`config.mk`:
```
export PLATFORM = sky130hd
export DESIGN_NAME = mem_access_ctrl
export DESIGN_NICKNAME = d
export VERILOG_FILES = /design/src/rtl/mem_pkg.sv /design/src/rtl/mem_access_ctrl_settle_timer.sv /design/src/rtl/mem_access_ctrl.sv
export SDC_FILE = /design/constraint.sdc
export NUM_CORES = 1
export LEC_CHECK = 0
export ABC_AREA = 1
export ABC_CLOCK_PERIOD_IN_PS = 1400
export BUFFER_PORTS_ARGS = -buffer_cell sky130_fd_sc_hd__buf_2
export CORE_UTILIZATION = 50
export CTS_BUF_LIST = sky130_fd_sc_hd__clkbuf_2
export CTS_CLUSTER_SIZE = 40
export DETAILED_ROUTE_END_ITERATION = 8
export PLACE_DENSITY = 0.86
export SLEW_MARGIN = 20
export SYNTH_ARGS = -nofsm -noshare
export SYNTH_HDL_FRONTEND = slang
export SYNTH_HIERARCHICAL = 1
export SYNTH_SLANG_ARGS = --single-unit
```
`constraint.sdc`:
```
create_clock -name clk -period 1.4 [get_ports clk]
set_input_delay 0 -clock clk [delete_from_list [all_inputs] [get_ports clk]]
set_output_delay 0 -clock clk [all_outputs]
set_load 0.01 [all_outputs]
```
`src/rtl/mem_pkg.sv`:
```
// Shared types and codes for the scratch-memory request sequencer.
// Holds the FSM state enum, response status codes and expected debug codes.
package mem_pkg;

    typedef enum logic [2:0] {
        S_IDLE,
        S_DRIVE,
        S_WAIT,
        S_CAPTURE,
        S_RESP,
        S_VDRIVE,
        S_VWAIT
    } state_e;

    localparam logic [1:0] ST_OK     = 2'b00;
    localparam logic [1:0] ST_RANGE  = 2'b01;
    localparam logic [1:0] ST_DEBUG  = 2'b10;
    localparam logic [1:0] ST_VERIFY = 2'b11;

    localparam logic [1:0] DBG_WRITE = 2'b01;
    localparam logic [1:0] DBG_READ  = 2'b10;

    function automatic logic [1:0] exp_debug(input logic wr);
        return wr ? DBG_WRITE : DBG_READ;
    endfunction

endpackage

```
`src/rtl/mem_access_ctrl_settle_timer.sv`:
```
// settle_timer: load/count/done down-counter timing memory settle windows.
// Ports: clk, rst (sync, active-high), load (preset to CYCLES-1),
//        en (decrement while nonzero), done (count is zero).
module settle_timer #(
    parameter int unsigned CYCLES = 2
) (
    input  logic clk,
    input  logic rst,
    input  logic load,
    input  logic en,
    output logic done
);

    localparam int unsigned CW = (CYCLES > 1) ? $clog2(CYCLES) : 1;
    localparam logic [CW-1:0] LOAD_VAL = CW'(CYCLES - 1);

    logic [CW-1:0] cnt_q;
    logic [CW-1:0] cnt_d;

    always_comb begin
        cnt_d = cnt_q;
        if (load) begin
            cnt_d = LOAD_VAL;
        end else if (en && (cnt_q != '0)) begin
            cnt_d = cnt_q - 1'b1;
        end
    end

    always_ff @(posedge clk) begin
        if (rst) begin
            cnt_q <= '0;
        end else begin
            cnt_q <= cnt_d;
        end
    end

    assign done = (cnt_q == '0);

endmodule

```
`src/rtl/mem_access_ctrl.sv`:
```
// mem_access_ctrl: sequences read/write commands into the 8-bit scratch memory,
// holds its inputs for a settle window, captures out/debug and returns a response.
// Ports: clk, rst (sync, active-high); req_* command handshake; rsp_* response
//        handshake with 2-bit status; mem_* memory drive/observe; op_count.
// Optional: define MEM_ACCESS_CTRL_WRITE_VERIFY_EN to read back every write.
import mem_pkg::*;

module mem_access_ctrl #(
    parameter int unsigned DEPTH         = 8,
    parameter int unsigned SETTLE_CYCLES = 2,
    parameter int unsigned AW            = 8,
    parameter int unsigned DW            = 8
) (
    input  logic          clk,
    input  logic          rst,
    input  logic          req_valid,
    output logic          req_ready,
    input  logic          req_write,
    input  logic [AW-1:0] req_addr,
    input  logic [DW-1:0] req_data,
    output logic          rsp_valid,
    input  logic          rsp_ready,
    output logic [DW-1:0] rsp_data,
    output logic [1:0]    rsp_status,
    output logic          mem_set,
    output logic [AW-1:0] mem_address,
    output logic [DW-1:0] mem_value,
    input  logic [DW-1:0] mem_out,
    input  logic [1:0]    mem_debug,
    output logic [7:0]    op_count
);

    localparam logic [AW:0] DEPTH_W = (AW + 1)'(DEPTH);

    state_e        state_q, state_d;
    logic          req_ready_q, req_ready_d;
    logic          rsp_valid_q, rsp_valid_d;
    logic [DW-1:0] rsp_data_q, rsp_data_d;
    logic [1:0]    rsp_status_q, rsp_status_d;
    logic          mem_set_q, mem_set_d;
    logic [AW-1:0] mem_address_q, mem_address_d;
    logic [DW-1:0] mem_value_q, mem_value_d;
    logic [7:0]    op_count_q, op_count_d;
    logic          wr_q, wr_d;

    logic accept;
    logic oor;
    logic hs;
    logic tmr_load;
    logic tmr_en;
    logic tmr_done;

    assign accept = (state_q == S_IDLE) && req_valid && req_ready_q;
    assign oor    = ({1'b0, req_addr} >= DEPTH_W);
    assign hs     = rsp_valid_q && rsp_ready;

    // The timer starts at accept so DRIVE counts as the first settle cycle.
    assign tmr_load = (accept && !oor) || (state_q == S_VDRIVE);
    assign tmr_en   = (state_q == S_DRIVE) || (state_q == S_WAIT)
                   || (state_q == S_VWAIT);

    settle_timer #(
        .CYCLES (SETTLE_CYCLES)
    ) u_timer (
        .clk  (clk),
        .rst  (rst),
        .load (tmr_load),
        .en   (tmr_en),
        .done (tmr_done)
    );

    // State register
    always_ff @(posedge clk) begin
        if (rst) begin
            state_q <= S_IDLE;
        end else begin
            state_q <= state_d;
        end
    end

    // Next-state logic
    always_comb begin
        state_d = state_q;
        case (state_q)
            S_IDLE: begin
                if (accept) begin
                    state_d = oor ? S_RESP : S_DRIVE;
                end
            end
            S_DRIVE: begin
                state_d = tmr_done ? S_CAPTURE : S_WAIT;
            end
            S_WAIT: begin
                if (tmr_done) begin
                    state_d = S_CAPTURE;
                end
            end
            S_CAPTURE: begin
`ifdef MEM_ACCESS_CTRL_WRITE_VERIFY_EN
                state_d = wr_q ? S_VDRIVE : S_RESP;
`else
                state_d = S_RESP;
`endif
            end
`ifdef MEM_ACCESS_CTRL_WRITE_VERIFY_EN
            S_VDRIVE: begin
                state_d = S_VWAIT;
            end
            S_VWAIT: begin
                if (tmr_done) begin
                    state_d = S_RESP;
                end
            end
`endif
            S_RESP: begin
                if (hs) begin
                    state_d = S_IDLE;
                end
            end
            default: begin
                state_d = S_IDLE;
            end
        endcase
    end

    // Output logic: next values of every registered output
    always_comb begin
        req_ready_d   = req_ready_q;
        rsp_valid_d   = rsp_valid_q;
        rsp_data_d    = rsp_data_q;
        rsp_status_d  = rsp_status_q;
        mem_set_d     = mem_set_q;
        mem_address_d = mem_address_q;
        mem_value_d   = mem_value_q;
        op_count_d    = op_count_q;
        wr_d          = wr_q;
        case (state_q)
            S_IDLE: begin
                req_ready_d = 1'b1;
                mem_set_d   = 1'b0;
                if (accept) begin
                    req_ready_d = 1'b0;
                    wr_d        = req_write;
                    if (oor) begin
                        rsp_data_d   = '0;
                        rsp_status_d = ST_RANGE;
                    end else begin
                        mem_set_d     = req_write;
                        mem_address_d = req_addr;
                        mem_value_d   = req_data;
                    end
                end
            end
            S_CAPTURE: begin
                // mem_out is sampled while the inputs are still held
                mem_set_d  = 1'b0;
                rsp_data_d = mem_out;
                if (mem_debug != exp_debug(wr_q)) begin
                    rsp_status_d = ST_DEBUG;
                end else begin
                    rsp_status_d = ST_OK;
                end
            end
`ifdef MEM_ACCESS_CTRL_WRITE_VERIFY_EN
            S_VWAIT: begin
                // mem_value_q still holds the write data for the compare
                if (tmr_done && (mem_out != mem_value_q)) begin
                    rsp_data_d = mem_out;
                    if (rsp_status_q != ST_DEBUG) begin
                        rsp_status_d = ST_VERIFY;
                    end
                end
            end
`endif
            S_RESP: begin
                rsp_valid_d = 1'b1;
                if (hs) begin
                    rsp_valid_d = 1'b0;
                    req_ready_d = 1'b1;
                    op_count_d  = op_count_q + 8'd1;
                end
            end
            default: begin
                req_ready_d = 1'b0;
            end
        endcase
    end

    // Output and command registers
    always_ff @(posedge clk) begin
        if (rst) begin
            req_ready_q   <= 1'b0;
            rsp_valid_q   <= 1'b0;
            rsp_data_q    <= '0;
            rsp_status_q  <= ST_OK;
            mem_set_q     <= 1'b0;
            mem_address_q <= '0;
            mem_value_q   <= '0;
            op_count_q    <= '0;
            wr_q          <= 1'b0;
        end else begin
            req_ready_q   <= req_ready_d;
            rsp_valid_q   <= rsp_valid_d;
            rsp_data_q    <= rsp_data_d;
            rsp_status_q  <= rsp_status_d;
            mem_set_q     <= mem_set_d;
            mem_address_q <= mem_address_d;
            mem_value_q   <= mem_value_d;
            op_count_q    <= op_count_d;
            wr_q          <= wr_d;
        end
    end

    assign req_ready   = req_ready_q;
    assign rsp_valid   = rsp_valid_q;
    assign rsp_data    = rsp_data_q;
    assign rsp_status  = rsp_status_q;
    assign mem_set     = mem_set_q;
    assign mem_address = mem_address_q;
    assign mem_value   = mem_value_q;
    assign op_count    = op_count_q;

endmodule

```
# Word level (Yosys, flattened, before mapping)
# Index checks and enable logic that the tools add are counted.
dict set report totals {
  reg_bits 42
  in_bits 31
  output_inout_bits 37
  elab_cells 68
}
dict set report classes {
  add_sub_neg 2
  order_cmp 1
  eq_ne 11
  n_mux 23
  n_bitwise 2
  n_reduce_logical 18
}
# cell n
set ops {}
lappend ops {{8-bit two-way mux} 2}
lappend ops {{8-bit case mux with 2 select lines} 1}
lappend ops {{3-bit case mux with 5 select lines} 1}
lappend ops {{3-bit two-way mux} 4}
lappend ops {{3-bit equality test, second input constant} 3}
lappend ops {{3-bit AND reduction} 3}
lappend ops {{8-bit by 1-bit adder with 8-bit output, second input constant} 1}
lappend ops {{8-bit by 4-bit greater-or-equal comparator with 1-bit output, second input constant} 1}
lappend ops {{1-bit two-way mux} 8}
lappend ops {{2-bit two-way mux} 4}
lappend ops {{2-bit != test, second input constant} 4}
lappend ops {{3-bit by 2-bit equality test with 1-bit output, second input constant} 2}
lappend ops {{2-bit AND reduction} 3}
lappend ops {{1-bit logical AND} 5}
lappend ops {{2-bit case mux with 2 select lines} 1}
lappend ops {{2-bit nonzero test} 2}
lappend ops {{3-bit by 1-bit equality test with 1-bit output, second input constant} 1}
lappend ops {{3-bit logical NOT} 1}
lappend ops {{1-bit logical OR} 3}
lappend ops {{1-bit case mux with 3 select lines} 1}
lappend ops {{2-bit != test} 1}
lappend ops {{1-bit NOT} 2}
lappend ops {{1-bit case mux with 2 select lines} 1}
lappend ops {{1-bit logical NOT} 1}
lappend ops {{1-bit subtractor, second input constant} 1}

# Longest topological paths before layout
dict set report logic_depth {
  ltp_word 6
  mapped_depth 8
  depth_no_buf 8
}

# Cells and area by module
# The synthesis kept the hierarchy.
# module instances cells_per_inst area_each_um2 seq_area_each_um2
set modules_own_cells {}
lappend modules_own_cells {mem_access_ctrl 1 218 1702.9 820.8}
lappend modules_own_cells {settle_timer 1 6 43.8 20.0}

# Least setup slack after synthesis
# No wires, ideal clock.
dict set report synth_path {
  path_kind {reg2reg}
  start {register state_q[1]}
  end {register u_timer.cnt_q}
  setup_ns 0.066
  t_arrival_ns 1.189
  required_time_ns 1.334
  setup_slack_ns 0.145
  path_stages_with_launch 9
  path_buffers 1
  period_less_slack_ns 1.255
  path_cell_list {dfxtp_1 -> nor2_4 -> nand2_4 -> nor2_4 -> nand2_4 -> buf_2 -> o31ai_1 -> inv_1 -> a21oi_2}
}
dict set report synth_via {
  elab_chain_len 6
  word_cells_on_any_way 14
}
# item line
set synth_lines {}
lappend synth_lines {{from (decl)} mem_access_ctrl.sv:35} ;# state_e state_q, state_d;
lappend synth_lines {{from (signal assigned)} mem_access_ctrl.sv:77} ;# state_q <= state_d;
lappend synth_lines {{3-bit logical NOT} mem_access_ctrl.sv:53} ;# assign accept = (state_q == S_IDLE) && req_valid && req_ready_q;
lappend synth_lines {{1-bit logical AND (2 in series)} mem_access_ctrl.sv:53}
lappend synth_lines {{1-bit logical AND} mem_access_ctrl.sv:58} ;# assign tmr_load = (accept && !oor) || (state_q == S_VDRIVE);
lappend synth_lines {{1-bit logical OR *} mem_access_ctrl.sv:58}
lappend synth_lines {{named net tmr_load} mem_access_ctrl.sv:49} ;# logic tmr_load;
lappend synth_lines {{1-bit two-way mux or 2-bit nonzero test (tied branches)} -}
lappend synth_lines {{to (signal assigned)} mem_access_ctrl_settle_timer.sv:33} ;# cnt_q <= cnt_d;
lappend synth_lines {{to (decl)} mem_access_ctrl_settle_timer.sv:17} ;# logic [CW-1:0] cnt_q;
# The timed path passes the listed nets; every way through them passes the cells marked *.
# A chain may end at the register's enable or synchronous reset.

# Worst setup path after layout
dict set report layout_path {
  start {register state_q[2]}
  end {register rsp_data_q[2] (netlist: rsp_data[2])}
}
dict set report layout_via {
  elab_chain_len 5
  word_cells_on_any_way 9
}
# item line
set layout_lines {}
lappend layout_lines {{3-bit logical NOT} {mem_access_ctrl.sv:53, mem_access_ctrl.sv:137}}
lappend layout_lines {{1-bit logical AND (2 in series)} mem_access_ctrl.sv:53}
lappend layout_lines {{2-bit != test (no line)} -}
lappend layout_lines {{3-bit AND reduction (no line)} -}
lappend layout_lines {{to (signal assigned)} mem_access_ctrl.sv:204} ;# rsp_data_q <= rsp_data_d;
lappend layout_lines {{to (decl)} mem_access_ctrl.sv:38} ;# logic [DW-1:0] rsp_data_q, rsp_data_d;
# Parallel ways exist; a longest one is shown, timed or not.

==> impl_results.md <==
* Outcome: finished, violations left
* Failing checks: setup timing
* R2R cell count at 8
* Yosys Warn Count at 6
* Setup Crit Path Kind: flop to flop
* ANT nets after route at 0
* CTS tree: built
* Post-synthesis cell area at 1750 um2
* Synthesized net count at 256
* Clk_skew at 17.4 ps
* Crit. Startpoint: state_q[2]
* Post-synthesis sequential area ratio at 48.1%
* Global placement routability congestion at 0.857
* GRT overflow at 0
* Clk sink count at 42
* Final WS setup at -39.6 ps
* CP max stage cell: dfxtp_2
* Placed Instances at 334
* # nets final at 356
* DP Worst Slack at 101 ps
* Synthesized area per cell at 7.80 um2
* CP startpoint kind: flop
* Worst Path Max Fanout at 5
* Vias per std cell at 5.22
* Setup TNS Final at -39.6 ps
* Initial antenna violation count at 0
* Commonest non-fill, non-tap cell in the layout: buf_2
* Commonest cells after routing, fill and taps aside: buf_2, nand2_1, dfxtp_1
* RR Endpoint: rsp_data[2]
* Top delay family on crit path: simple AND/OR/NAND/NOR gates
* H-tree Lvls at 2
* Core area at 3340 um2
* Worst-margin pin slew at 349 ps
* Maximum number of pins on one net before global-route repair at 23
* Hpwl dp at 2.65 mm
* DRC Markers at 0
* Area Overhead vs Synth at 43.4%
* Die extent in x at 61.1 um
* Finished Layout Cells at 370
* Worst-path clk slew at 210 ps
* Initial drt markers at 148
* Vias in the first global route at 1689
* Longest Clk Path Bufs at 2
* DRT Pass-1 Iters at 5
* Fin. max-slew vios at 0
* Bufs and invs on worst path at 2
* Die ar. at 3730 um2
* Critical Path End: rsp_data[2]
* Hold Crit Class: input pin to flop
* Unique masters post-synth at 25
* Via count at 1930
* Final setup viols at 1
* Reg2reg start: state_q[2]
* CTS Buf Count at 5
* Tcrit/Tclk final at 103%
* Layout cells sized above 1 at 36.4%
* Wire per inst at 14.2 um
* Cell mode on critical path: nand2_1
* Crit path cell chain: inv_1 > nand2_4 > inv_1 > nand2_1 > nand2_1 > nand2_4 > nand2_1 > a21oi_1
* Fmax at 0.695 GHz
* Reg2reg setup slack at -40 ps
* Fin util at 75.1%
* WP data arrival at 1750 ps
* Post-Route WL at 5.24 mm
* Tmin final at 1440 ps
* Initial core utilization at 52.3%
* CP max stage delay at 400 ps
* Clk_lat worst skew at 410 ps
* Port Buf Inserts at 67
* Final hold viol count at 0
* PD cells at 931 nW/um2
* Peak supply drop at 0.743 mV
* Worst EP required at 1710 ps
* IO Count at 68
* Die Y at 61.1 um
* Worst setup EP type: flop
* Clk root buf: clkbuf_2
* Max_slew headroom at 76.8%
* Cell Rows at 21
* Yosys reg bits at 42
* Stages on the worst setup path at 8
* Global-route wire length before repair at 7.53 mm
* Leakage at 1.17 nW
* Filler instances at 205
* Gr usage total at 28.0%
* Mapped Cells at 224
* Max Cap Viol at 0
* Antenna fix cells at 0
==> tightest hold or removal path: cells and delay by family <==
| family | cells | cell delay [ps] |
|---|---|---|
| and+or+nand+nor | 2 | 250 |
| buffers and inverters | 1 | 80 |
| AOI/OAI and AO/OA | 1 | 80 |
==> final cells by class <==
class	instances	area, um2	share of cell area [%]
Multi-Input combinational cell	152	791	31.6
Inverter	25	110	4.40
Clock buffer	5	25.0	0.999
Clock inverter	2	33.8	1.35
Tap cell	46	57.6	2.30
Sequential cell	42	848	33.9
Timing Repair Buffer	98	639	25.5
==> cells in the mapped netlist (all sizes together) <==
library cell / count / share of area [%]
nand4: 1 / 0.36
o31ai: 1 / 0.43
and3: 2 / 0.72
a21oi: 34 / 12
nand2: 70 / 17
o211ai: 1 / 0.43
clkbuf: 2 / 0.43
inv: 22 / 4.7
dfxtp: 42 / 48
nor3: 5 / 1.4
nand3: 15 / 4.3
buf: 4 / 2.1
a31oi: 1 / 0.36
ha: 1 / 0.72
nor2: 14 / 3.9
clkinv: 3 / 0.72
o21ai: 6 / 1.7
==> state kept, by name, indices dropped and copies added, names as in the netlist <==
name / flops
mem_address: 8
mem_value: 8
rsp_status: 2
mem_set: 1
u_timer/cnt_q: 1
rsp_valid: 1
rsp_data: 8
state_q: 3
op_count: 8
wr_q: 1
req_ready: 1
==> worst min-delay path by stage <==
| stage | start | to | slack [ps] | depth (start not counted) |
|---|---|---|---|---|
| after detailed placement | req_data[0] | mem_value[0] | 260 | 3 |
| after global routing | rsp_ready | state_q[2] | 30 | 4 |
| after floorplan | rst | u_timer/cnt_q | 60 | 1 |
| final | rsp_ready | rsp_valid | 20 | 4 |
| after global placement | req_data[0] | mem_value[0] | 250 | 3 |
| after CTS | rsp_ready | state_q[2] | 2 | 4 |
==> stage by stage <==
stage                     hold slack (ps)  area [um2]  total power [W]
after CTS                            1.97        2430          0.00227
after global placement                249        2130          0.00156
after global routing                 32.7        2500          0.00242
final                                19.0        2500          0.00233
after detailed placement              256        2130          0.00156
after floorplan                      62.4        1750          0.00145
==> where the power goes <==
part	internal, W	switching, W	leakage (nW)
Combinational	0.000165	0.000232	0.790
Sequential	0.00123	0.0000267	0.341
Clock	0.000287	0.000390	0.0365
==> metal layers <==
layer	wire length, um	up-vias	track usage (%)	share of wire, %
met4	223	0	16.6	4.3
met1	2030	876	34.0	39
li1	-	921	-	-
met3	536	21	9.24	10
met5	0	-	0	0
met2	2460	112	43.2	47
==> repair_timing <==
action	CTS	global route
hold buffers	24	0
setup buffers	0	4
endpoints found under the setup margin	0	28
resized for setup	0	20
endpoints found under the hold margin	24	0
==> cells by family after synthesis <==
family	after synthesis	synth area share, %
simple gates	107	28.2
compound gates	43	15.0
flops	42	48.1
buf+inv	31	7.95
fa+ha+maj	1	0.716
No activity file was read; power rests on OpenSTA's default activity.
